### src/rtl/dmem_port_arbiter.sv
// Data-memory port arbiter: the MEM stage (core) has priority, a debug/loader requester is
// granted when the core is idle or after MAX_WAIT blocked cycles. Optional perf counters via DMEM_ARB_PERF_EN.
module dmem_port_arbiter #(
    parameter int DM_ADDRESS = 9,
    parameter int DATA_W     = 32,
    parameter int MAX_WAIT   = 4
) (
    input  logic                  clk,
    input  logic                  reset,
    input  logic                  core_rd,
    input  logic                  core_wr,
    input  logic [DM_ADDRESS-1:0] core_addr,
    input  logic [DATA_W-1:0]     core_wdata,
    input  logic [2:0]            core_func3,
    output logic [DATA_W-1:0]     core_rdata,
    output logic                  core_stall,
    input  logic                  dbg_valid,
    input  logic                  dbg_we,
    input  logic [DM_ADDRESS-1:0] dbg_addr,
    input  logic [DATA_W-1:0]     dbg_wdata,
    input  logic [2:0]            dbg_func3,
    output logic                  dbg_ready,
    output logic                  dbg_rvalid,
    output logic [DATA_W-1:0]     dbg_rdata,
    output logic                  mem_rd,
    output logic                  mem_wr,
    output logic [DM_ADDRESS-1:0] mem_addr,
    output logic [DATA_W-1:0]     mem_wdata,
    output logic [2:0]            mem_func3,
    input  logic [DATA_W-1:0]     mem_rdata
`ifdef DMEM_ARB_PERF_EN
    ,
    output logic [15:0]           perf_stall_cnt,
    output logic [15:0]           perf_dbg_cnt
`endif
);

    localparam int            CW       = $clog2(MAX_WAIT + 1);
    localparam logic [CW-1:0] WAIT_MAX = CW'(MAX_WAIT);

    typedef enum logic {
        OWN_CORE,
        OWN_DBG
    } owner_e;

    owner_e        owner;
    logic          core_req;
    logic          starve;
    logic          dbg_xfer;
    logic [CW-1:0] wait_cnt;

    assign core_req   = core_rd | core_wr;
    assign starve     = (wait_cnt == WAIT_MAX);
    assign owner      = (!reset && dbg_valid && (!core_req || starve)) ? OWN_DBG : OWN_CORE;
    // Ownership already requires dbg_valid, so a grant is always a completed handshake.
    assign dbg_xfer   = (owner == OWN_DBG);
    assign core_rdata = mem_rdata;

    always_comb begin
        // NOTE: every output gets a default first so no path can leave one unassigned (no latches).
        mem_rd     = 1'b0;
        mem_wr     = 1'b0;
        mem_addr   = '0;
        mem_wdata  = '0;
        mem_func3  = '0;
        dbg_ready  = 1'b0;
        core_stall = 1'b0;
        if (owner == OWN_DBG) begin
            mem_rd     = !dbg_we;
            mem_wr     = dbg_we;
            mem_addr   = dbg_addr;
            mem_wdata  = dbg_wdata;
            mem_func3  = dbg_func3;
            dbg_ready  = 1'b1;
            core_stall = core_req;
        end else if (!reset) begin
            mem_rd     = core_rd;
            mem_wr     = core_wr;
            mem_addr   = core_addr;
            mem_wdata  = core_wdata;
            mem_func3  = core_func3;
        end
    end

    always_ff @(posedge clk) begin
        // NOTE: state uses non-blocking assignments; reset is sampled on the clock edge.
        if (reset) begin
            wait_cnt   <= '0;
            dbg_rvalid <= 1'b0;
            dbg_rdata  <= '0;
        end else begin
            if (!dbg_valid || dbg_xfer) begin
                wait_cnt <= '0;
            end else if (!starve) begin
                wait_cnt <= wait_cnt + 1'b1;
            end
            dbg_rvalid <= dbg_xfer && !dbg_we;
            if (dbg_xfer && !dbg_we) begin
                dbg_rdata <= mem_rdata;
            end
        end
    end

`ifdef DMEM_ARB_PERF_EN
    always_ff @(posedge clk) begin
        if (reset) begin
            perf_stall_cnt <= '0;
            perf_dbg_cnt   <= '0;
        end else begin
            if (core_stall) perf_stall_cnt <= perf_stall_cnt + 16'd1;
            if (dbg_xfer)   perf_dbg_cnt   <= perf_dbg_cnt + 16'd1;
        end
    end
`endif

endmodule
### config.mk
export PLATFORM = sky130hd
export DESIGN_NAME = dmem_port_arbiter
export DESIGN_NICKNAME = d
export VERILOG_FILES = /design/src/rtl/dmem_port_arbiter.sv
export SDC_FILE = /design/constraint.sdc
export NUM_CORES = 1
export LEC_CHECK = 0
export CORE_MARGIN = 8
export CORE_UTILIZATION = 31
export DETAILED_ROUTE_END_ITERATION = 16
export PLACE_DENSITY = 0.81
export SYNTH_ARGS = -nofsm -noshare
export SYNTH_HDL_FRONTEND = slang
export SYNTH_SLANG_ARGS = --single-unit
### constraint.sdc
create_clock -name clk -period 1.7 [get_ports clk]
set_input_delay 0.17 -clock clk [delete_from_list [all_inputs] [get_ports clk]]
set_output_delay 0.17 -clock clk [all_outputs]
set_load 0.005 [all_outputs]
# Word-level counts from Yosys, hierarchy flattened
# Index checks and enable logic that the tools add are counted.
[totals]
output_inout_bits = 113
input_bits = 126
word_cells = 29
ff_bits = 36
[op_classes]
eq_ne = 1
n_reduce_logical = 10
n_bitwise = 1
addsub = 1
mux = 13
[ops]
columns = ["op", "n"]
rows = [
  ["$mux W32", 2],
  ["$mux W9", 2],
  ["$mux W1", 7],
  ["$mux W3", 2],
  ["$logic_not A1 Y1", 4],
  ["$add A3 B1 Y3 const B", 1],
  ["$eq A3 B3 Y1 const B", 1],
  ["$logic_and A1 B1 Y1", 3],
  ["$logic_or A1 B1 Y1", 2],
  ["$reduce_or A2 Y1", 1],
  ["$or A1 B1 Y1", 1],
]

# Depth between registers and ports, before layout
[logic_depth]
depth_word = 7
depth_mapped = 7
depth_no_buf = 5

# Worst setup path after synthesis
# OpenSTA, ideal clock, no wires.
[synth_path]
kind = "register to output"
startpoint = "reg wait_cnt[0]"
endpoint = "out mem_addr[0]"
required_time_ns = 1.530
path_buffers = 2
slack_ns = 0.267
stages_incl_launch_ff = 8
t_arrival_ns = 1.263
path_cell_list = "dfxtp_1 -> inv_1 -> ha_1 -> a2bb2oi_2 -> buf_4 -> buf_6 -> o211ai_1 -> nand2_1"
[synth_between]
elab_chain_cells = 5
[synth_lines]
columns = ["element", "line", "rtl"]
rows = [
  ["from (decl)", "50", "logic [CW-1:0] wait_cnt;"],
  ["from (signal assigned)", "95", "wait_cnt <= wait_cnt + 1'b1;"],
  ["$eq A3 B3 Y1", "53", "assign starve = (wait_cnt == WAIT_MAX);"],
  ["$logic_or A1 B1 Y1", "54", "assign owner = (!reset && dbg_valid && (!core_req || starve)) ? OWN_DBG : OWN_CORE;"],
  ["$logic_and A1 B1 Y1", "54", ""],
  ["$mux W1", "54", ""],
  ["$mux W9", "68", "if (owner == OWN_DBG) begin"],
  ["to (decl)", "27", "output logic [DM_ADDRESS-1:0] mem_addr,"],
]
# Every way passes these cells.

# Worst setup path after layout
[layout_path]
startpoint = "reg wait_cnt[0]"
endpoint = "out mem_wdata[9]"
[layout_between]
elab_chain_cells = 5
[layout_lines]
columns = ["element", "line", "rtl"]
rows = [
  ["$eq A3 B3 Y1", "53", ""],
  ["$logic_or A1 B1 Y1", "54", ""],
  ["$logic_and A1 B1 Y1", "54", ""],
  ["$mux W1", "54", ""],
  ["$mux W32", "68", ""],
  ["to (decl)", "28", "output logic [DATA_W-1:0] mem_wdata,"],
]
# Every way passes these cells.

==> results_dict.tcl <==
set metrics [dict create \
    start_util_pct 31.77 \
    tritoncts.num_buffers 5 \
    clk_pin_slew_ps 80 \
    min_period_over_period_pct 110.6 \
    p_leak_nw 2.371 \
    cp-end-kind "output pin" \
    outcome "finished with violations" \
    diodes 0 \
    fin_tns_setup_ps -6433 \
    num_io_pins 239 \
    skew_ps 13.23 \
    clock_path_buffers 2 \
    slowest_delay_ps 350 \
    clock-sinks 36 \
    startpoint_type "flip-flop" \
    critPathArrivalTime_ps 1710 \
    die_h_um 107.5 \
    switchingPower_w 0.0007652 \
    synth-seq-cells 36 \
    syn_avg_cell_area_um2 7.136 \
    path_class "reg2out" \
    nets 716 \
    violations "setup timing" \
    fill_cells 629 \
    fin_crit_ps 1880 \
    ant_nets 0 \
    synth_cell_types 23 \
    maxSlewViolCount 0 \
    hold_viol 0 \
    clkLatencyLatePin_ps 280 \
    drt_iter0_drc 181 \
    clock.fmax_ghz 0.5319 \
    cp_max_fo 7 \
    netlist_area_mm2 0.002597 \
    dieArea_mm2 0.01156 \
    rows 33 \
    combPwrFrac_pct 38.8 \
    cts_hold_buffers 0 \
    p_clk_share_pct 28.4 \
    synth.area.top_cells "dfxtp_1 28%, nand3_1 15%, o211ai_1 13%" \
    grt_overflow 0 \
    yosysTopAreaCellShare_pct 27.75 \
    grt_pass1_vias 3757 \
    pre_cts_slack_ps -423.3 \
    routed_wl_um 13350 \
    tightest_slew_ps 431.5 \
    grt_util_all_layers_pct 21.21 \
    syn2layout_area_growth_pct 114.4 \
    seqPwrFrac_pct 32.8 \
    grt_start_max_net_pins 41 \
    num_vias 3680 \
    yosysTopAreaCell "dfxtp_1" \
    rsz0062_at_grt "yes" \
    drc_errors 0 \
    via_per_inst 5.303 \
    crit_chain "inv_2 -> ha_4 -> buf_4 -> o2bb2ai_4 -> buf_6 -> clkbuf_16 -> nand3_2 -> nand2_1 -> buf_2" \
    core_mm2 0.008175 \
    ir_drop_uv 326.0 \
    antenna_found_initial 0 \
    cp_slowest_cell "dfxtp_2" \
    p_sw_share_pct 28.65 \
    htreeDepth 2 \
    syn-num-nets 492 \
    maxCapViolCount 0 \
    synth_warnings 0 \
    drt_pass1_iterations 4 \
    cts_tree "yes" \
    internal_power_w 0.001905 \
    slew_headroom_pct 71.23 \
    r2r_slack_ps -120 \
    setup_viol 48 \
    place.gp.congestion 0.7929 \
    required_ps 1530 \
    die_w_um 107.5 \
    root_buffer "clkbuf_8" \
    drive_gt1_share_pct 28.52 \
    grt_pass1_wl_um 20030 \
    port_buffers 238 \
    post-dp-hpwl_um 9502 \
    pwr_density_cell_mw_per_mm2 479.5 \
    ys_seq_area_share_pct 27.75 \
    netlist_instances 364 \
    hold_path.class "in2reg" \
    fin_ws_ps -180.0 \
    wl_per_cell_um 19.24 \
]
-- stage by stage --
step | cells | total power [W] | cell area, um2 | hold slack (ps) | util [%]
5_1_grt | 694 | 0.002804 | 5569 | 458.2 | 68.12
3_3_place_gp | 666 | 0.001831 | 5046 | 450.1 | 61.72
4_1_cts | 695 | 0.002642 | 5316 | 448.9 | 65.03
6_report | 694 | 0.002671 | 5569 | 447.2 | 68.12
3_5_place_dp | 666 | 0.001843 | 5046 | 469.4 | 61.72
2_1_floorplan | 364 | 0.001202 | 2597 | 293.0 | -
-- metal layers --
layer / part of all wire (%) / GRT usage, %
met5: 0 / 0
met4: 1.7 / 5.154
met3: 8.8 / 6.407
met2: 52 / 37.72
met1: 38 / 24.05
-- registers in the layout, indices dropped and copies added (netlist names) --
| register | flops |
|---|---|
| wait_cnt | 3 |
| dbg_rdata | 32 |
| dbg_rvalid | 1 |
-- synthesized netlist by cell type --
library cell,instances
buf_2,15
ha_1,2
o2bb2ai_2,1
clkinv_1,1
a32o_1,1
buf_6,1
buf_1,2
nor2b_1,1
a2bb2oi_2,1
xnor2_1,1
o311ai_0,28
nand3_1,77
o211ai_1,45
dfxtp_1,36
clkbuf_2,1
clkbuf_1,23
nor3b_2,1
o311ai_1,4
buf_4,34
nand2_1,79
nor2_1,5
and3_1,1
inv_1,4
-- placed cells by master, fill, tap and decap left out, types with 2 or more instances in the layout --
cell type and instances:
clkbuf_8 5, buf_12 8, nand3_1 49, inv_2 4
dfxtp_1 34, buf_8 3, buf_16 5, buf_6 12
clkdlybuf4s50_1 188, buf_4 26, nor2_1 4, o311ai_1 16
nand3_2 28, o211ai_1 45, nand2_1 78, o311ai_2 15
dfxtp_2 2, buf_2 47
-- path summary, 6_finish.rpt --
| kind | start | end | cells after the start |
|---|---|---|---|
| worst max register to register | wait_cnt[0] | dbg_rvalid | 13 |
| worst max-delay path | wait_cnt[0] | mem_wdata[9] | 9 |
| worst min-delay path | mem_rdata[29] | dbg_rdata[29] | 3 |
| worst min register to register | dbg_rdata[6] | dbg_rdata[6] | 2 |
-- area by class of cell --
| cell class | count | area, um2 | share of cell area [%] |
|---|---|---|---|
| Inverter | 5 | 18.77 | 0.3370 |
| Multi-Input combinational cell | 247 | 1743 | 31.30 |
| Tap cell | 105 | 131.4 | 2.359 |
| Clock inverter | 3 | 42.54 | 0.7639 |
| Clock buffer | 5 | 68.82 | 1.236 |
| Timing Repair Buffer | 293 | 2841 | 51.02 |
| Sequential cell | 36 | 723.2 | 12.99 |
-- repair_timing --
item / in CTS / in global routing
buffers inserted: 15 / 1
endpoints found under the hold margin: 0 / 0
pin swaps: 61 / 17
resized for setup: 247 / 52
cloned: 6 / 1
endpoints found under the setup margin: 50 / 81
-- critical path, delay by kind of cell, from the launching register on --
kind            cells  cell delay [ps]
buf+inv             5              640
simple gates        2              120
flops               1              350
fa+ha+maj           1              170
compound gates      1              130
-- logic make-up (layout without fill, tap and decap cells) --
logic type	count (synthesis)	count (layout)	share of synthesized area [%]
flip-flops	36	36	27.75
AO/OA/AOI/OAI	80	80	25.34
AND/OR/NAND/NOR	164	164	27.94
buffers and inverters	81	306	17.68
adder cells (fa/ha/maj)	2	2	0.9632
XOR/XNOR	1	1	0.3372
-- power groups by stage --
| stage | combinational, W | clock [W] | sequential [W] |
|---|---|---|---|
| after floorplan | 0.000310 | 0 | 0.000892 |
| after global placement | 0.000941 | 0 | 0.000890 |
| after detailed placement | 0.000951 | 0 | 0.000891 |
| after CTS | 0.000991 | 0.000777 | 0.000873 |
| after global routing | 0.00111 | 0.000819 | 0.000877 |
| final | 0.00104 | 0.000759 | 0.000875 |
No activity file was read; power rests on OpenSTA's default activity.
